[src/rtl/tile_mm_sched_if.sv]
// Control bus between the tiled matrix-multiply sequencer and its RAM / vector MAC unit.
// The sequencer sits on the master side; the host, RAM and vector unit see the slave side.
interface tile_mm_sched_if #(
  parameter int ADDR_WIDTH = 10,
  parameter int ROW_A      = 4
) ();
  // start is a single-cycle request with no ready: it is accepted only in IDLE and
  // silently dropped otherwise; every other signal is a registered strobe or address
  // that is valid in the cycle it is seen, with no back-pressure from RAM or MAC.
  logic                     start;
  logic                     load_a;
  logic                     load_w;
  logic [ADDR_WIDTH-1:0]    addr_a;
  logic [ADDR_WIDTH-1:0]    addr_w;
  logic                     deload_out;
  logic [ADDR_WIDTH-1:0]    addr_res;
  logic                     acc_clr;
  logic                     acc_en;
  logic [$clog2(ROW_A)-1:0] out_sel;
  logic                     busy;
  logic                     done;
  logic [2:0]               state_dbg;

  modport master (
    input  start,
    output load_a, load_w, addr_a, addr_w, deload_out, addr_res,
    output acc_clr, acc_en, out_sel, busy, done, state_dbg
  );

  modport slave (
    output start,
    input  load_a, load_w, addr_a, addr_w, deload_out, addr_res,
    input  acc_clr, acc_en, out_sel, busy, done, state_dbg
  );
endinterface

[src/rtl/tile_mm_sched.sv]
// Tile sequencer for C = A x W: per output tile, N_DIM operand loads, a pipeline drain,
// then ROW_A row write-backs; accumulate strobes trail the loads by the RAM read latency.
module tile_mm_sched #(
  parameter int ADDR_WIDTH = 10,
  parameter int ROW_A      = 4,
  parameter int N_DIM      = 16,
  parameter int A_BASE     = 0,
  parameter int W_BASE     = 256,
  parameter int C_BASE     = 512,
  parameter int PIPE_LAT   = 3
) (
  input  logic              clk,
  input  logic              rst_n,
  tile_mm_sched_if.master   bus
);
  localparam int TILES     = N_DIM / ROW_A;
  localparam int TW        = (TILES > 1) ? $clog2(TILES) : 1;
  localparam int KW        = (N_DIM > 1) ? $clog2(N_DIM) : 1;
  localparam int JW        = $clog2(ROW_A);
  localparam int DRAIN_CYC = 2 + PIPE_LAT;
  localparam int DW        = $clog2(DRAIN_CYC + 1);
  localparam int AW        = ADDR_WIDTH;

  localparam logic [TW-1:0] T_LAST = TW'(TILES - 1);
  localparam logic [KW-1:0] K_LAST = KW'(N_DIM - 1);
  localparam logic [JW-1:0] J_LAST = JW'(ROW_A - 1);
  localparam logic [DW-1:0] D_LAST = DW'(DRAIN_CYC - 1);

  typedef enum logic [2:0] {
    IDLE  = 3'd0,
    LOAD  = 3'd1,
    DRAIN = 3'd2,
    STORE = 3'd3,
    DONE  = 3'd4
  } state_t;

  state_t        state, state_n;
  logic [TW-1:0] r, r_n, c, c_n;
  logic [KW-1:0] k, k_n;
  logic [JW-1:0] j, j_n;
  logic [DW-1:0] d, d_n;
  logic [AW-1:0] addr_a_n, addr_w_n, addr_res_n;
  logic          first_q, load_d1, clr_d1;

  assign bus.state_dbg = state;

  always_ff @(posedge clk) begin
    if (!rst_n) begin
      state <= IDLE;
      r     <= '0;
      c     <= '0;
      k     <= '0;
      j     <= '0;
      d     <= '0;
    end else begin
      state <= state_n;
      r     <= r_n;
      c     <= c_n;
      k     <= k_n;
      j     <= j_n;
      d     <= d_n;
    end
  end

  always_comb begin
    state_n = state;
    r_n     = r;
    c_n     = c;
    k_n     = k;
    j_n     = j;
    d_n     = d;
    unique case (state)
      IDLE: begin
        if (bus.start) begin
          state_n = LOAD;
          r_n     = '0;
          c_n     = '0;
          k_n     = '0;
        end
      end
      LOAD: begin
        if (k == K_LAST) begin
          state_n = DRAIN;
          d_n     = '0;
        end else begin
          k_n = k + KW'(1);
        end
      end
      DRAIN: begin
        if (d == D_LAST) begin
          state_n = STORE;
          j_n     = '0;
        end else begin
          d_n = d + DW'(1);
        end
      end
      STORE: begin
        if (j != J_LAST) begin
          j_n = j + JW'(1);
        end else if (r == T_LAST && c == T_LAST) begin
          state_n = DONE;
        end else begin
          // Column is the inner loop; the next tile's loads start with no idle gap.
          state_n = LOAD;
          k_n     = '0;
          if (c == T_LAST) begin
            c_n = '0;
            r_n = r + TW'(1);
          end else begin
            c_n = c + TW'(1);
          end
        end
      end
      DONE:    state_n = IDLE;
      default: state_n = IDLE;
    endcase
  end

  // Addresses are formed from the next-cycle counters so the outputs can be registered
  // and still line up with the state being entered.
  always_comb begin
    addr_a_n   = AW'(A_BASE) + AW'(r_n) * AW'(ROW_A * N_DIM) + AW'(k_n);
    addr_w_n   = AW'(W_BASE) + AW'(k_n) * AW'(N_DIM) + AW'(c_n) * AW'(ROW_A);
    addr_res_n = AW'(C_BASE) + AW'(r_n) * AW'(ROW_A * N_DIM) + AW'(j_n) * AW'(N_DIM)
               + AW'(c_n) * AW'(ROW_A);
  end

  always_ff @(posedge clk) begin
    if (!rst_n) begin
      bus.load_a     <= 1'b0;
      bus.load_w     <= 1'b0;
      bus.addr_a     <= '0;
      bus.addr_w     <= '0;
      bus.deload_out <= 1'b0;
      bus.addr_res   <= '0;
      bus.out_sel    <= '0;
      bus.busy       <= 1'b0;
      bus.done       <= 1'b0;
      bus.acc_en     <= 1'b0;
      bus.acc_clr    <= 1'b0;
      first_q        <= 1'b0;
      load_d1        <= 1'b0;
      clr_d1         <= 1'b0;
    end else begin
      bus.load_a     <= (state_n == LOAD);
      bus.load_w     <= (state_n == LOAD);
      bus.deload_out <= (state_n == STORE);
      bus.busy       <= (state_n == LOAD) || (state_n == DRAIN) || (state_n == STORE);
      bus.done       <= (state_n == DONE);
      if (state_n == LOAD) begin
        bus.addr_a <= addr_a_n;
        bus.addr_w <= addr_w_n;
      end
      if (state_n == STORE) begin
        bus.addr_res <= addr_res_n;
        bus.out_sel  <= j_n;
      end
      // Two-stage delay matches the RAM read latency; it keeps shifting through DRAIN.
      first_q     <= (state_n == LOAD) && (k_n == '0);
      load_d1     <= bus.load_a;
      bus.acc_en  <= load_d1;
      clr_d1      <= first_q;
      bus.acc_clr <= clr_d1;
    end
  end
endmodule

[src/flat_wrapper.sv]
// flat-port wrapper written by rule: the top's interface ports become plain ports
module tile_mm_sched_flat 
#(
  parameter int ADDR_WIDTH = 10,
  parameter int ROW_A      = 4,
  parameter int N_DIM      = 16,
  parameter int A_BASE     = 0,
  parameter int W_BASE     = 256,
  parameter int C_BASE     = 512,
  parameter int PIPE_LAT   = 3
)
  (clk, rst_n, bus_start, bus_load_a, bus_load_w, bus_addr_a, bus_addr_w, bus_deload_out, bus_addr_res, bus_acc_clr, bus_acc_en, bus_out_sel, bus_busy, bus_done, bus_state_dbg);
  tile_mm_sched_if #(.ADDR_WIDTH(ADDR_WIDTH), .ROW_A(ROW_A)) bus_i ();
  input  logic clk;
  input  logic rst_n;
  input wire logic [$bits(bus_i.start)-1:0] bus_start;
  output wire logic [$bits(bus_i.load_a)-1:0] bus_load_a;
  output wire logic [$bits(bus_i.load_w)-1:0] bus_load_w;
  output wire logic [$bits(bus_i.addr_a)-1:0] bus_addr_a;
  output wire logic [$bits(bus_i.addr_w)-1:0] bus_addr_w;
  output wire logic [$bits(bus_i.deload_out)-1:0] bus_deload_out;
  output wire logic [$bits(bus_i.addr_res)-1:0] bus_addr_res;
  output wire logic [$bits(bus_i.acc_clr)-1:0] bus_acc_clr;
  output wire logic [$bits(bus_i.acc_en)-1:0] bus_acc_en;
  output wire logic [$bits(bus_i.out_sel)-1:0] bus_out_sel;
  output wire logic [$bits(bus_i.busy)-1:0] bus_busy;
  output wire logic [$bits(bus_i.done)-1:0] bus_done;
  output wire logic [$bits(bus_i.state_dbg)-1:0] bus_state_dbg;
  assign bus_i.start = bus_start;
  assign bus_load_a = bus_i.load_a;
  assign bus_load_w = bus_i.load_w;
  assign bus_addr_a = bus_i.addr_a;
  assign bus_addr_w = bus_i.addr_w;
  assign bus_deload_out = bus_i.deload_out;
  assign bus_addr_res = bus_i.addr_res;
  assign bus_acc_clr = bus_i.acc_clr;
  assign bus_acc_en = bus_i.acc_en;
  assign bus_out_sel = bus_i.out_sel;
  assign bus_busy = bus_i.busy;
  assign bus_done = bus_i.done;
  assign bus_state_dbg = bus_i.state_dbg;
  tile_mm_sched #(.ADDR_WIDTH(ADDR_WIDTH), .ROW_A(ROW_A), .N_DIM(N_DIM), .A_BASE(A_BASE), .W_BASE(W_BASE), .C_BASE(C_BASE), .PIPE_LAT(PIPE_LAT)) u_core (.clk(clk), .rst_n(rst_n), .bus(bus_i));
endmodule
[config.mk]
export PLATFORM = sky130hd
export DESIGN_NAME = tile_mm_sched_flat
export DESIGN_NICKNAME = d
export VERILOG_FILES = /design/src/rtl/tile_mm_sched_if.sv /design/src/rtl/tile_mm_sched.sv /design/src/flat_wrapper.sv
export SDC_FILE = /design/constraint.sdc
export NUM_CORES = 1
export LEC_CHECK = 0
export ABC_CLOCK_PERIOD_IN_PS = 5400
export CAP_MARGIN = 20
export CORE_ASPECT_RATIO = 1.25
export CORE_MARGIN = 4
export CORE_UTILIZATION = 25
export DETAILED_ROUTE_END_ITERATION = 10
export SETUP_SLACK_MARGIN = 0.02
export SLEW_MARGIN = 20
export SYNTH_ARGS = -nofsm -noshare
export SYNTH_HDL_FRONTEND = slang
export SYNTH_SLANG_ARGS = --single-unit
[constraint.sdc]
create_clock -name clk -period 5.4 [get_ports clk]
set_input_delay 0.81 -clock clk [delete_from_list [all_inputs] [get_ports clk]]
set_output_delay 0.81 -clock clk [all_outputs]
set_load 0.02 [all_outputs]
### Yosys cells after proc, flatten, opt, wreduce, memory -nomap -nowiden

Cells that the tools add are included.

* output and inout bits: 42
* logic and storage cells: 79
* memories kept: 0
* RAM bits: 0
* bits in latches: 0
* bits in read-only memories: 0
* input port bits: 3
* register bits after elaboration: 57

* add/subtract/negate cells: 11
* divide/modulo/power cells: 0
* shift-type cells: 0
* $lt $le $gt $ge: 0
* equality and inequality tests: 14
* bitwise logic cells: 0
* $mul: 0
* multiplexer cells: 27
* reduce and logical (&&, ||, !) cells: 8

Operator list (number)
* $mux 3: 7
* $add 10x4->10: 2
* $mux 2: 10
* $mux 4: 4
* $eq 3x2->1 const B: 4
* $pmux 2 s2: 3
* $pmux 3 s4: 1
* $pmux 4 s3: 1
* $add 10x6->10: 1
* $add 10x8->10 const A: 1
* $add 9x8->10 const A: 1
* $add 8x4->9: 1
* $add 2x1->2 const B: 3
* $eq 3x1->1 const B: 2
* $eq 3x3->1 const B: 2
* $pmux 3 s2: 1
* $add 4x1->4 const B: 1
* $eq 2x2->1 const B: 2
* $eq 4x4->1 const B: 1
* $logic_not 4->1: 1
* $ne 2x2->1 const B: 2
* $add 3x1->3 const B: 1
* $logic_not 3->1: 1
* $reduce_and 3->1: 1
* other kinds (4): 6

### Logic depth before layout (Yosys ltp)

Gate-level depths: netlist (run 1).

* word-level depth: 8
* gate-level depth with buffers: 8

### Least setup slack after synthesis (run 1)

OpenSTA, ideal clock, no wires.

* path kind: input-to-reg
* start point: input port bus_start
* end point: register u_core.bus.addr_w[2]
* arrival: 1732 ps
* setup slack: 3547 ps
* stages: 6
* library setup time: 120 ps
* path through: nor4b_4 a21oi_2 a211o_1 buf_6 nor3_1 nor3_1

* word-level cells in the longest chain between the ends: 3
* elaborated cells on any way between the ends: 6
* classes of those cells: 1 x add/sub; 1 x eq/ne; 4 x mux

Ends and longest elaborated chain
* start, declared: line flat_wrapper.sv:16 `input wire logic [$bits(bus_i.start)-1:0] bus_start;`
* $mux 2 or $mux 3 (tied branches): line tile_mm_sched.sv:74 `if (bus.start) begin`
* $pmux 2 s2 or $pmux 3 s4 (tied branches): line tile_mm_sched.sv:72 `unique case (state)`
* $add 10x4->10 or $eq 3x1->1 (tied branches): line tile_mm_sched.sv:123, tile_mm_sched.sv:150
* end signal, assigned: line tile_mm_sched.sv:152 `bus.addr_w <= addr_w_n;`
* end, declared: line tile_mm_sched_if.sv:26 `output load_a, load_w, addr_a, addr_w, deload_out, addr_res,`

Several ways; a longest one is shown, not always the timed one.
A chain may end at the register's enable or synchronous reset.

### Worst setup path after layout (run 1)

* start point: register u_core.state[1], in the netlist u_core.bus.state_dbg[1]
* end point: output port bus_state_dbg[1]

RTL lines
* start, declared: line tile_mm_sched.sv:37 `state_t state, state_n;`
* start signal, assigned: line tile_mm_sched.sv:56 `state <= state_n;`
* end, declared: line flat_wrapper.sv:28 `output wire logic [$bits(bus_i.state_dbg)-1:0] bus_state_dbg;`

No word-level cell between the ends.

==> results of run 1 <==
Yosys cell counts, drive strengths merged (4+ instances only):
library cell	number	area [µm²]
dfxtp	41	821
a21oi	12	63.8
ha	6	75.1
nand3	5	30.0
buf	23	171
a211oi	5	42.5
o21ai	5	25.0
nor3	8	50.1
mux2i	10	100
and2	12	75.1
clkbuf	4	15.0
inv	10	37.5
nor2	22	82.6
nand2	11	41.3
registers in the layout, indices dropped and copies added, names as in the netlist, 3 cells and up:
register / count
u_core.bus.addr_res: 6
u_core.bus.addr_w: 7
u_core.bus.state_dbg: 3
u_core.d: 3
u_core.k: 4
where the power goes:
group	internal, mW	leakage, nW	switching [mW]
clock	0.138	0.0543	0.111
combinational	0.0274	0.652	0.0394
sequential	0.310	0.333	0.00701
total	0.476	1.04	0.158
routing by layer:
metal	share of wire	routed length (µm)
met3	0.043	181
met1	0.45	1910
met4	0.0082	35
met2	0.50	2120
met5	0	0
cell type report:
type                    count  area [µm²]  share of cell area
inverters                  10        37.5              0.0153
repair buffers             34         340               0.139
clock inverters             3        46.3              0.0189
clock buffers               5        68.8              0.0281
flip-flops and latches     41         821               0.335
multi-input cells         148        1020               0.415
well taps                  95         119              0.0485
worst register-to-register path, delay by kind of cell, from the launching register on:
| kind | cells | cell delay [ps] |
|---|---|---|
| DFF | 1 | 640 |
| and+or+nand+nor | 2 | 1110 |
| AOI/OAI and AO/OA | 3 | 690 |
cell usage in the layout, fill, tap and decap left out, drive strengths merged, types with 2 or more instances in the layout:
cell type       n
a211oi          5
a21boi          2
a21o            3
a21oi          12
and2           12
and3            3
and4b           2
clkbuf          5
clkdlybuf4s50  34
conb           10
dfxtp          41
ha              6
inv            10
mux2i          10
nand2          11
nand2b          2
nand3           5
nor2           22
nor2b           3
nor3            8
nor3b           3
o21ai           5
o32ai           2
or3             2
worst max-delay path by stage:
stage | end | depth (start not counted)
final | bus_state_dbg[1] | 1
after global routing | u_core.bus.addr_res[5]$_SDFFE_PN0P_ | 5
after CTS | u_core.bus.addr_res[5]$_SDFFE_PN0P_ | 5
after detailed placement | u_core.bus.addr_res[5]$_SDFFE_PN0P_ | 5
after global placement | u_core.bus.addr_res[7]$_SDFFE_PN0P_ | 6
after floorplan | u_core.bus.addr_w[2]$_SDFFE_PN0P_ | 6
stage by stage:
| step | cell area, µm² | std cells | hold slack [ps] | setup slack, ps |
|---|---|---|---|---|
| after floorplan | 2060 | 226 | 412 | 3550 |
| after global placement | 2330 | 328 | 422 | 2580 |
| after detailed placement | 2330 | 328 | 427 | 2550 |
| after CTS | 2440 | 336 | 447 | 2500 |
| after global routing | 2450 | 336 | 468 | 2690 |
| final | 2450 | 336 | 445 | 2860 |
kinds of logic (layout without fill, tap and decap cells):
family / after synthesis / count (layout)
AND/OR/NAND/NOR: 81 / 81
buffers and inverters: 37 / 52
adder cells (fa/ha/maj): 6 / 6
XOR/XNOR: 1 / 1
multiplexers: 10 / 10
AO/OA/AOI/OAI: 40 / 40
other: 1 / 10
flip-flops: 41 / 41
==> impl_metrics.csv, run 1 <==
group,metric,value,unit
critical_path,criticalPathCategory,"register to output pin",
routing,drc_errors,0,
critical_path,worstSetupEndpointType,"output pin",
clock_tree,cts.sinks,41,
synth,syn_area_per_cell,9.32,µm²
layout,post-route-util,0.313,
synth,synth_top_family_by_area,"simple AND/OR/NAND/NOR gates",
layout,num-fill-cells,860,
floorplan,dieHeight,109,µm
global_route,grt_use_met2,0.152,
run_status,status,"complete, no violations",
place,portBuffers,34,
routing,avgViaCountPerCell,4.47,
clock_tree,cts_setup_buffers,0,
routing,wl,4.25,mm
critical_path,slowest_delay,730,ps
min_path,min_to,"u_core.bus.acc_clr$_SDFF_PN0_",
clock_tree,cts-root-buf,"clkbuf_8",
critical_path,crit-reg2reg-launch,"u_core.bus.state_dbg[0]$_SDFF_PN0_",
sta,drv_slew,0,
synth,synth_mux_area_frac,0.0495,
sta,finalCritPeriodShare,0.470,
sta,finalSetupViolCount,0,
synth,synthCells,217,
synth,netlist-cell-type-count,55,
power_and_ir_drop,power.density,259,nW/µm²
clock_tree,htreeDepth,2,
critical_path,crit_buf_inv,1,
sta,fin_setup_tns,0,ps
critical_path,arrival,1730,ps
flow_run,drv_cap,0,
floorplan,die_area,9600,µm²
place,gp_congestion,0.816,
clock_tree,post_cts_resized,0,
routing,ant_nets,0,
critical_path,start_kind,"register",
routing,initialDrtViolationCount,66,
critical_path,r2r_end,"u_core.bus.addr_res[5]$_SDFFE_PN0P_",
clock_tree,numCtsBuffers,5,
power_and_ir_drop,power,633,µW
routing,wl_per_cell,12.6,µm
critical_path,setup.worst_path.start,"u_core.bus.state_dbg[1]$_SDFF_PN0_",
sta,fmax,394,MHz
min_path,hold_class,"register to register",
clock_tree,postCtsHoldBufs,0,
routing,first_pass_iters,4,
critical_path,reg2reg_depth,5,
global_route,grt.met1_usage,0.113,
critical_path,critical_path.max_fanout,13,
critical_path,ff2ff_setup_slack,2900,ps
power_and_ir_drop,p_leak,1.04,nW
synth,synth_area,2020,µm²
floorplan,floorplan.initialDensity,0.258,
synth,ys_ff_latch,41,
sta,worst_pin_slew,885,ps
layout,drive_above_1_share,0.0954,
place,hpwl,3.14,mm
critical_path,cpLargestDelayFamily,"buffers and inverters",
critical_path,crit_slowest_cell,"clkdlybuf4s50_1",
synth,synth-seq-area-share,0.406,
critical_path,worst_ep_required_time,4590,ps
layout,diodes,0,
global_route,antenna_found_initial,0,
sta,skew,6.68,ps
synth,yosys_warnings,0,
sta,period_minus_slack,2540,ps
clock_tree,cts_tree,"yes",
clock_tree,cts_buffer_depth,2,
global_route,grt_max_degree,29,
global_route,gr-usage-all-layers,0.0914,
sta,hold_viol,0,
synth,synth_edf_count,0,
global_route,grt-busiest-layer,"met2",
min_path,holdPathStages,1,
synth,synth_compound_area_frac,0.140,
floorplan,rows,36,
min_path,min-delay-start,"u_core.clr_d1$_SDFF_PN0_",
routing,num_vias,1503,
global_route,grt_pass1_wl,6.93,mm
synth,postSynth.asyncResetShare,0,
floorplan,die_w,88.5,µm
sta,rsz0062_at_grt,"no",
layout,area.growth.synth_to_final,21.1,%
global_route,use_met3,0.0229,
clock_tree,clkSlewWorstSetupHoldPaths,80,ps
synth,ys.flop_type,"dfxtp_1",
synth,synth_simple_gate_area_share,0.251,
floorplan,core_area,7840,µm²
critical_path,crit_chain,"clkdlybuf4s50_1",
synth,synthAdderAreaFrac,0.0371,
synth,synth_xor_xnor_area_share,0.00433,
power_and_ir_drop,ir_worst_vdd,0.167,mV
sta,slew_headroom,0.406,
global_route,grt_pass1_vias,1449,
layout,nets,249,
clock_tree,clk-insertion-delay-late,290,ps
floorplan,pin_count,45,
global_route,grt-ovfl-total,0,
(Power assumes the default switching activity.)
==> inputs of run 2 (changes only) <==
ABC_CLOCK_PERIOD_IN_PS = 2300   (was 5400)
clock period = 2.3 ns   (was 5.4 ns; I/O delays follow)
==> impl_metrics.csv, run 2 (synthesis gave the netlist of run 1 again) <==
group,metric,value,unit
place,gp_congestion,0.805,
routing,avgViaCountPerCell,4.49,
run_status,status,"complete, no violations",
layout,largest_reg_flops,7,
sta,slew_headroom,0.655,
sta,finalCritPeriodShare,0.883,
floorplan,core_area,7840,µm²
sta,skew,7.14,ps
power_and_ir_drop,power.density,589,nW/µm²
routing,num_vias,1541,
power_and_ir_drop,switchingPower,354,µW
critical_path,crit_chain,"and3b_1, a2bb2oi_1, a211o_1, nor2b_1, nor3_1",
critical_path,slowest_delay,550,ps
routing,first_pass_iters,4,
clock_tree,postCtsHoldBufs,0,
global_route,gr-usage-all-layers,0.0965,
routing,m1WireLength,1.94,mm
routing,ant_nets,0,
layout,nets,257,
layout,num-fill-cells,844,
routing,top_layer,"met4",
floorplan,die_area,9600,µm²
sta,worst_pin_slew,518,ps
power_and_ir_drop,p_int,1.11,mW
critical_path,criticalPathCategory,"register to register",
critical_path,worst_ep_required_time,2520,ps
critical_path,arrival,2250,ps
routing,initialDrtViolationCount,90,
min_path,min-delay-start,"u_core.load_d1$_SDFF_PN0_",
layout,diodes,0,
clock_tree,numCtsBuffers,5,
layout,drive_above_1_share,0.117,
routing,dr_wl_met3,235,µm
critical_path,worstSetupEndpointType,"register",
global_route,grt_pass1_vias,1518,
sta,rsz0062_at_grt,"no",
clock_tree,cts_setup_buffers,0,
routing,wl_per_cell,12.7,µm
critical_path,crit_slowest_cell,"dfxtp_1",
place,hpwl,3.27,mm
power_and_ir_drop,seq_power_share,0.506,
layout,final_area,2490,µm²
clock_tree,cts.sinks,41,
power_and_ir_drop,power,1.47,mW
flow_run,drv_cap,0,
min_path,hold_class,"register to register",
critical_path,critical_path.max_fanout,12,
layout,post-route-util,0.318,
sta,fin_setup_tns,0,ps
sta,hold_viol,0,
place,portBuffers,34,
critical_path,crit-reg2reg-launch,"u_core.bus.state_dbg[1]$_SDFF_PN0_",
global_route,grt_max_degree,25,
floorplan,floorplan.initialDensity,0.258,
sta,fmax,492,MHz
sta,period_minus_slack,2030,ps
floorplan,rows,36,
global_route,grt-ovfl-total,0,
routing,dr_wl_met2,2.13,mm
power_and_ir_drop,pwr-share-comb,0.113,
clock_tree,post_cts_resized,0,
clock_tree,clkSlewWorstSetupHoldPaths,80,ps
power_and_ir_drop,pwr-share-clk,0.381,
clock_tree,cts_tree,"yes",
clock_tree,cts-root-buf,"clkbuf_8",
routing,wl,4.35,mm
layout,layout_common_cells,"41 x dfxtp_1, 34 x clkdlybuf4s50_1, 22 x nor2_1, 12 x and2_1",
floorplan,dieHeight,109,µm
power_and_ir_drop,switching_share,0.241,
place,place_area,2390,µm²
layout,reg_top3,"u_core.bus.addr_w (7), u_core.bus.addr_res (6), u_core.k (4)",
clock_tree,cts_buffer_depth,2,
floorplan,die_w,88.5,µm
clock_tree,clk-insertion-delay-late,300,ps
layout,mostFrequentLayoutCell,"dfxtp_1",
global_route,antenna_found_initial,0,
floorplan,pin_count,45,
clock_tree,htreeDepth,2,
sta,drv_slew,0,
sta,finalSetupViolCount,0,
global_route,grt_pass1_wl,7.28,mm
critical_path,start_kind,"register",
power_and_ir_drop,p_leak,1.07,nW
layout,top_register,"u_core.bus.addr_w",
layout,area.growth.synth_to_final,23.3,%
critical_path,setup.worst_path.start,"u_core.bus.state_dbg[1]$_SDFF_PN0_",
power_and_ir_drop,ir_worst_vdd,0.228,mV
routing,drc_errors,0,
## run 2: cell count changes in the layout (fill, tap and decap cells not counted)
cell | before | now
buf_4 | 0 | 8
nor3b_1 | 2 | 3
clkinvlp_4 | 1 | 0
nor3b_2 | 1 | 0
clkinv_4 | 1 | 0
clkinv_2 | 0 | 1
## run 2: critical path, delay by kind of cell, from the launching register on
family | cells | cell delay [ps]
compound gates | 2 | 640
flops | 1 | 550
simple gates | 3 | 760
## run 2: routing by layer
metal | GRT usage | vias to the layer above
met4 | 0.0302 | 0
met2 | 0.159 | 38
met1 | 0.117 | 712
li1 | - | 786
met3 | 0.0335 | 5
met5 | 0 | -
## run 2: metrics by stage
step                instances  hold slack (ps)  worst slack, ps
CTS                       343              447              256
detailed placement        336              421              131
finish                    343              443              268
global placement          336              431              226
floorplan                 226              412              552
global route              343              469             59.2
## run 2: path summary, 6_finish.rpt
kind / slack [ps] / cells after the start / to
min reg2reg: 440 / 1 / u_core.bus.acc_en$_SDFF_PN0_
min: 440 / 1 / u_core.bus.acc_en$_SDFF_PN0_
max reg2reg: 270 / 5 / u_core.bus.addr_w[2]$_SDFFE_PN0P_
max: 270 / 5 / u_core.bus.addr_w[2]$_SDFFE_PN0P_
## run 2: power by group through the flow
stage               logic (mW)  clock network [mW]  registers [mW]
floorplan                0.117                   0           0.770
global placement         0.166                   0           0.760
detailed placement       0.167                   0           0.760
CTS                      0.168               0.577           0.743
global route             0.182               0.598           0.746
finish                   0.167               0.560           0.743
## run 2: layout make-up
cell class,count,area (µm²),share of cell area
Clock inverter,2,35.0,0.0140
Clock buffer,5,68.8,0.0276
Timing Repair Buffer,42,400,0.161
Tap cell,95,119,0.0477
Inverter,10,37.5,0.0151
Multi-Input combinational cell,148,1010,0.406
Sequential cell,41,821,0.329
==> inputs of run 3 (changes only) <==
CORE_ASPECT_RATIO = default   (was 1.25)
SKIP_CTS_REPAIR_TIMING = 1   (was default)
==> impl_metrics.csv, run 3 (synthesis gave the netlist of run 1 again) <==
group,metric,value,unit
run_status,status,"complete, no violations",
critical_path,critical_path.max_fanout,12,
floorplan,die_area,9600,µm²
sta,finalCritPeriodShare,0.892,
global_route,grt-ovfl-total,0,
critical_path,arrival,2280,ps
flow_run,drv_cap,0,
routing,first_pass_iters,4,
power_and_ir_drop,power,1.46,mW
sta,hold_viol,0,
layout,nets,258,
routing,drc_errors,0,
place,gp_congestion,0.804,
sta,slew_headroom,0.648,
floorplan,floorplan.initialDensity,0.259,
sta,fmax,487,MHz
layout,layout_common_cells,"41 x dfxtp_1, 34 x clkdlybuf4s50_1, 22 x nor2_1, 12 x and2_1",
layout,mostFrequentLayoutCell,"dfxtp_1",
power_and_ir_drop,ir_worst_vdd,0.209,mV
sta,rsz0062_at_grt,"no",
global_route,grt_max_degree,18,
floorplan,core_area,7810,µm²
layout,num-fill-cells,809,
routing,initialDrtViolationCount,87,
clock_tree,cts_tree,"yes",
layout,drive_above_1_share,0.120,
layout,largest_reg_flops,7,
layout,area.growth.synth_to_final,24.1,%
routing,wl,4.26,mm
critical_path,crit_slowest_cell,"dfxtp_1",
routing,ant_nets,0,
floorplan,dieHeight,98.0,µm
global_route,grt_pass1_vias,1487,
sta,finalSetupViolCount,0,
clock_tree,cts.sinks,41,
floorplan,pin_count,45,
critical_path,slowest_delay,590,ps
sta,period_minus_slack,2050,ps
place,hpwl,3.24,mm
clock_tree,cts-root-buf,"clkbuf_8",
global_route,grt_pass1_wl,7.20,mm
global_route,gr-usage-all-layers,0.0897,
critical_path,crit_chain,"and3b_1, a2bb2oi_1, a211o_1, nor2_1, and4bb_2",
sta,drv_slew,0,
floorplan,rows,32,
layout,top_register,"u_core.bus.addr_w",
critical_path,worst_ep_required_time,2530,ps
sta,worst_pin_slew,528,ps
critical_path,criticalPathCategory,"register to register",
clock_tree,clkSlewWorstSetupHoldPaths,80,ps
clock_tree,htreeDepth,2,
power_and_ir_drop,p_leak,1.08,nW
layout,reg_top3,"u_core.bus.addr_w (7), u_core.bus.addr_res (6), u_core.k (4)",
critical_path,worstSetupEndpointType,"register",
sta,fin_setup_tns,0,ps
layout,regArea,821,µm²
layout,diodes,0,
routing,num_vias,1588,
layout,post-route-util,0.321,
min_path,hold_class,"register to register",
routing,wl_per_cell,12.1,µm
sta,skew,14.6,ps
place,portBuffers,34,
critical_path,start_kind,"register",
floorplan,die_w,98.0,µm
layout,multi_input_area,1010,µm²
power_and_ir_drop,power.density,583,nW/µm²
place,placed_cells,344,
clock_tree,cts_buffer_depth,2,
layout,fin_cells,351,
clock_tree,numCtsBuffers,5,
global_route,antenna_found_initial,0,
routing,avgViaCountPerCell,4.52,
clock_tree,clk-insertion-delay-late,290,ps
==> run 3: changes by cell type in the layout (fill, tap and decap cells not counted), sizes merged <==
cell | before | now
buf | 8 | 9
==> run 3: where the power goes <==
part / switching (mW) / internal [mW] / total, mW
Combinational: 0.0962 / 0.0715 / 0.168
Sequential: 0.0135 / 0.728 / 0.741
Clock: 0.238 / 0.316 / 0.554
Total: 0.348 / 1.11 / 1.46
==> run 3: final timing paths <==
path	to	from	slack, ps	cells past startpoint
worst max-delay path	u_core.first_q$_SDFF_PN0_	u_core.bus.state_dbg[1]$_SDFF_PN0_	250	5
worst min register to register	u_core.bus.addr_res[9]$_SDFFE_PN0P_	u_core.bus.addr_res[9]$_SDFFE_PN0P_	450	2
worst min-delay path	u_core.bus.addr_res[9]$_SDFFE_PN0P_	u_core.bus.addr_res[9]$_SDFFE_PN0P_	450	2
worst max register to register	u_core.first_q$_SDFF_PN0_	u_core.bus.state_dbg[1]$_SDFF_PN0_	250	5
==> run 3: layout make-up <==
class | instances | area share
Clock buffer | 5 | 0.0274
Sequential cell | 41 | 0.327
Timing Repair Buffer | 43 | 0.163
Multi-Input combinational cell | 148 | 0.403
Clock inverter | 2 | 0.0140
Tap cell | 102 | 0.0508
Inverter | 10 | 0.0150
==> run 3: metal layers <==
metal,wire length (µm),global-route usage
met1,2050,0.123
met2,1930,0.138
met3,246,0.0307
met4,28,0.0160
met5,0,0
==> run 3: worst max-delay path: cells and delay by family, from the launching register on <==
kind / cells / cell delay (ps)
flip-flops: 1 / 590
AO/OA/AOI/OAI: 2 / 640
AND/OR/NAND/NOR: 3 / 750
==> run 3: through the flow <==
stage               hold slack, ps  setup slack (ps)  instance area (µm²)
floorplan                      412               552                 2060
global placement               425               222                 2410
detailed placement             424               177                 2410
CTS                            450               272                 2510
global route                   464               105                 2510
finish                         447               249                 2510
